--- config.mk ---
export PLATFORM = sky130hd
export DESIGN_NAME = tod_clock_12h
export DESIGN_NICKNAME = d
export VERILOG_FILES = /design/src/rtl/tod_clock_12h.sv
export SDC_FILE = /design/constraint.sdc
export NUM_CORES = 1
export LEC_CHECK = 0
export CAP_MARGIN = 20
export CORE_UTILIZATION = 40
export CTS_CLUSTER_DIAMETER = 30
export DETAILED_ROUTE_END_ITERATION = 12
export GPL_TIMING_DRIVEN = 0
export RECOVER_POWER = 25
export SLEW_MARGIN = 5
export SYNTH_ARGS = -nofsm -noshare
export SYNTH_HDL_FRONTEND = slang
export SYNTH_SLANG_ARGS = --single-unit
--- constraint.sdc ---
create_clock -name clk -period 4.5 [get_ports clk]
set_input_delay 1.35 -clock clk [delete_from_list [all_inputs] [get_ports clk]]
set_output_delay 1.35 -clock clk [all_outputs]
set_load 0.01 [all_outputs]
--- src/rtl/tod_clock_12h.sv ---
// 12-hour BCD time-of-day clock with a run-gated prescaler, a validated time-load
// port, and registered second/hour strobes.
module tod_clock_12h #(
  parameter int TICKS_PER_SEC = 50000000
) (
  input  logic       clk,
  input  logic       rst,
  input  logic       run,
  input  logic       set_valid,
  input  logic [7:0] set_hours,
  input  logic [7:0] set_minutes,
  input  logic       set_pm,
  output logic       set_ready,
  output logic       set_err,
  output logic [7:0] hours,
  output logic [7:0] minutes,
  output logic [7:0] seconds,
  output logic       pm,
  output logic       sec_pulse,
  output logic       hour_pulse
);

  localparam int PW = $clog2(TICKS_PER_SEC);
  localparam logic [PW-1:0] TERM = PW'(TICKS_PER_SEC - 1);

  logic [PW-1:0] presc_q, presc_d;
  logic [7:0]    hours_q, hours_d;
  logic [7:0]    minutes_q, minutes_d;
  logic [7:0]    seconds_q, seconds_d;
  logic          pm_q, pm_d;
  logic          set_ready_q, set_ready_d;
  logic          set_err_q, set_err_d;
  logic          sec_pulse_q, sec_pulse_d;
  logic          hour_pulse_q, hour_pulse_d;

  logic tick;
  logic set_ok;
  logic accept;
  logic reject;

  // Increment a BCD value in 00..59, wrapping 59 -> 00.
  function automatic logic [7:0] bcd_inc60(input logic [7:0] v);
    logic [7:0] r;
    if (v[3:0] == 4'd9) begin
      if (v[7:4] == 4'd5) r = 8'h00;
      else                r = {v[7:4] + 4'd1, 4'd0};
    end else begin
      r = {v[7:4], v[3:0] + 4'd1};
    end
    return r;
  endfunction

  // Increment a BCD hour along 12 -> 01 -> ... -> 11 -> 12.
  function automatic logic [7:0] hour_inc(input logic [7:0] v);
    logic [7:0] r;
    if (v == 8'h12)            r = 8'h01;
    else if (v[3:0] == 4'd9)   r = {v[7:4] + 4'd1, 4'd0};
    else                       r = {v[7:4], v[3:0] + 4'd1};
    return r;
  endfunction

  always_comb begin
    set_ok = 1'b0;
    // Hour must be 01..09 or 10..12; minute tens 0..5 with a decimal units digit.
    if (((set_hours[7:4] == 4'd0) && (set_hours[3:0] >= 4'd1) && (set_hours[3:0] <= 4'd9)) ||
        ((set_hours[7:4] == 4'd1) && (set_hours[3:0] <= 4'd2))) begin
      if ((set_minutes[7:4] <= 4'd5) && (set_minutes[3:0] <= 4'd9))
        set_ok = 1'b1;
    end
  end

  assign tick   = run && (presc_q == TERM);
  assign accept = set_valid && set_ready_q && set_ok;
  assign reject = set_valid && set_ready_q && !set_ok;

  always_comb begin
    presc_d      = presc_q;
    hours_d      = hours_q;
    minutes_d    = minutes_q;
    seconds_d    = seconds_q;
    pm_d         = pm_q;
    set_ready_d  = 1'b1;
    set_err_d    = 1'b0;
    sec_pulse_d  = 1'b0;
    hour_pulse_d = 1'b0;

    if (accept) begin
      // A load overrides a coincident tick entirely.
      hours_d     = set_hours;
      minutes_d   = set_minutes;
      pm_d        = set_pm;
      seconds_d   = 8'h00;
      presc_d     = '0;
      set_ready_d = 1'b0;
    end else begin
      set_err_d = reject;
      if (tick) begin
        presc_d     = '0;
        sec_pulse_d = 1'b1;
        seconds_d   = bcd_inc60(seconds_q);
        if (seconds_q == 8'h59) begin
          minutes_d = bcd_inc60(minutes_q);
          if (minutes_q == 8'h59) begin
            hour_pulse_d = 1'b1;
            hours_d      = hour_inc(hours_q);
            if (hours_q == 8'h11) pm_d = ~pm_q;
          end
        end
      end else if (run) begin
        presc_d = presc_q + PW'(1);
      end
    end
  end

  always_ff @(posedge clk) begin
    if (rst) begin
      presc_q      <= '0;
      hours_q      <= 8'h12;
      minutes_q    <= 8'h00;
      seconds_q    <= 8'h00;
      pm_q         <= 1'b0;
      set_ready_q  <= 1'b1;
      set_err_q    <= 1'b0;
      sec_pulse_q  <= 1'b0;
      hour_pulse_q <= 1'b0;
    end else begin
      presc_q      <= presc_d;
      hours_q      <= hours_d;
      minutes_q    <= minutes_d;
      seconds_q    <= seconds_d;
      pm_q         <= pm_d;
      set_ready_q  <= set_ready_d;
      set_err_q    <= set_err_d;
      sec_pulse_q  <= sec_pulse_d;
      hour_pulse_q <= hour_pulse_d;
    end
  end

  assign hours      = hours_q;
  assign minutes    = minutes_q;
  assign seconds    = seconds_q;
  assign pm         = pm_q;
  assign set_ready  = set_ready_q;
  assign set_err    = set_err_q;
  assign sec_pulse  = sec_pulse_q;
  assign hour_pulse = hour_pulse_q;

endmodule

==> results.yml <==
placement:
  dpl.cell_count: 486
  place_hpwl_um: 4940
  gp_congestion: 0.775
  dpl-instance-area_um2: 3450
  preCtsSetupSlack_ps: 500
  portBuffers: 49
die:
  die_w_um: 86.3
  die_h_um: 86.3
  die_area_um2: 7450
  start_util: 0.416
  rows: 30
  core_region_area_um2: 6830
  pin_count: 50
timing:
  rsz0062_at_grt: "false"
  hold_violations: 0
  tightest_slew_ps: 577
  fin_tns_setup_ps: 0
  max_slew_margin: 0.616
  whs_ps: 527
  final_max_slew_viol_count: 0
  period_share: 0.807
  max_freq_mhz: 275
  setup_viol: 0
  fin_crit_ps: 3630
  skew_ps: 8.18
  setup_ws_ps: 868
pwr:
  p_leak_nw: 1.27
  p_per_area_nw_per_um2: 225
  max-vdd-ir-drop_uv: 198
route:
  dr.pass1.iters: 4
  detail_route.wl_per_cell_um: 13.0
  ant_nets: 0
  drtIter0Drc: 80
  vias: 2545
  drcViolationCount: 0
  viasPerCell: 5.17
  wl_um: 6390
setup_path:
  slowest_delay_ps: 470
  worstSetupEndpointType: "flip-flop"
  crit_required_ps: 4670
  crit_chain: "clkdlybuf4s50_1, nor4_1, nand4_1, nor3_1, or2_2, clkbuf_1, clkbuf_1, nor2_1"
  cp_max_fo: 10
  cp_top_family: "simple AND/OR/NAND/NOR gates"
  slowest_stage: "nor3_1"
  worstSetupPathType: "input pin to flip-flop"
  crit_top_cell: "clkbuf_1"
  start_kind: "input pin"
  crit_buf_inv: 3
  reg2reg_slack_ps: 2210
  worst-endpoint-arrival_ps: 3800
logic_synthesis:
  yosysUniqueCellTypes: 55
  synth_cells: 341
  ys.flop_type: "dfxtp_1"
  synth_edf_count: 0
  yosysSeqAreaShare: 0.387
  synthArstFlopShare: 0
  ys_warn_count: 0
  synth_seq_cells: 55
  syn_area_um2: 2840
  syn_area_per_cell_um2: 8.33
  syn-num-nets: 367
clock_tree:
  clk_pin_slew_ps: 90
  cts.path.max_buffers: 2
  clock-sinks: 55
  postCtsSetupBuffers: 0
  insertion_delay_ps: 300
  root_buffer: "clkbuf_8"
  cts_tree: "done"
  cts-buffers-inserted: 5
  h-tree-depth: 2
  cts_resized: 0
  cts_hold_buf: 0
grt:
  antenna_found_initial: 0
  grt_pass1_vias: 2233
  grt_pass1_wl_um: 10500
  grt_max_degree: 16
  gr-total-overflow: 0
  track_usage: 0.176
layout:
  fill_cells: 677
  final_cell_mix: "nor2_1, dfxtp_1, clkdlybuf4s50_1, nand2_1, xnor2_1"
  fin_cells: 492
  layout_commonest_cell: "nor2_1"
  fin_nets: 423
  fin_area_um2: 3520
  diodes: 0
  area_growth_syn_to_layout_pct: 24.0
  drive_above_1_share: 0.0707
worst_hold_path:
  hp-class: "flip-flop to flip-flop"
run:
  max_cap_violations: 0
outcome:
  outcome: "finished, final reports clean"
## sequential cells by signal (all words and copies together) (netlist names)
name and flops:
presc_q 26, hours 8, minutes 8, seconds 8, hour_pulse 1, pm 1
sec_pulse 1, set_err 1, set_ready 1
## worst register-to-register path, delay by kind of cell (launching register included)
kind | cells | cell delay [ps]
simple gates | 5 | 1310
buf+inv | 2 | 450
flops | 1 | 440
## routing by layer
layer	wire [um]	up-vias	part of all wire	global-route usage
met5	0	-	0	0
met3	255	4	0.040	0.0333
met4	55	0	0.0086	0.0424
li1	-	1300	-	-
met2	3040	47	0.48	0.299
met1	3040	1194	0.48	0.232
## Yosys cell counts (all sizes together) (4+ instances only)
master  number  area, um^2
nor2        60         228
dfxtp       55        1100
nand2       27         101
xnor2       22         193
nor3        17        95.1
nand3       15        80.1
inv         14        52.6
o21ai       13        68.8
xor2        13         114
a21oi       12        60.1
nand4        9        62.6
a211oi       7        57.6
nor4         7        58.8
and3         6        38.8
and3b        5        45.0
buf          5        27.5
ha           5        62.6
or4          5        41.3
mux2i        4        40.0
nor2b        4        25.0
nor3b        4        30.0
## worst paths after layout
check                    start          end  cells after the start
hold / removal        hours[7]     hours[7]                      2
setup reg to reg    presc_q[3]  presc_q[17]                      7
setup / recovery  set_hours[5]     hours[5]                      8
hold reg to reg       hours[7]     hours[7]                      2
## layout make-up
class	count	area, um^2	share of cell area
Tap cell	96	120	0.0341
Clock inverter	1	7.51	0.00213
Inverter	14	52.6	0.0149
Timing Repair Buffer	49	490	0.139
Buffer	8	38.8	0.0110
Multi-Input combinational cell	264	1640	0.466
Clock buffer	5	68.8	0.0195
Sequential cell	55	1100	0.313
## where the power goes
part | switching [mW] | internal [mW] | leakage [nW]
Combinational | 0.0226 | 0.0248 | 0.786
Clock | 0.148 | 0.104 | 0.0361
Sequential | 0.00269 | 0.489 | 0.444
## kinds of logic (layout without fill, tap and decap cells)
| group | count (synthesis) | in the layout | synth area share |
|---|---|---|---|
| and+or+nand+nor | 178 | 178 | 0.341 |
| DFF | 55 | 55 | 0.387 |
| AOI/OAI and AO/OA | 42 | 42 | 0.0951 |
| xor gates and xnor gates | 35 | 35 | 0.108 |
| buffers and inverters | 22 | 77 | 0.0321 |
| adders and majority gates | 5 | 5 | 0.0220 |
| muxes | 4 | 4 | 0.0141 |
## metrics by stage
| stage | util | power (mW) |
|---|---|---|
| final | 0.516 | 0.791 |
| after CTS | 0.516 | 0.803 |
| after global placement | 0.505 | 0.552 |
| after detailed placement | 0.505 | 0.552 |
| after floorplan | - | 0.523 |
| after global routing | 0.516 | 0.829 |
No activity file was read; power rests on OpenSTA's default activity.
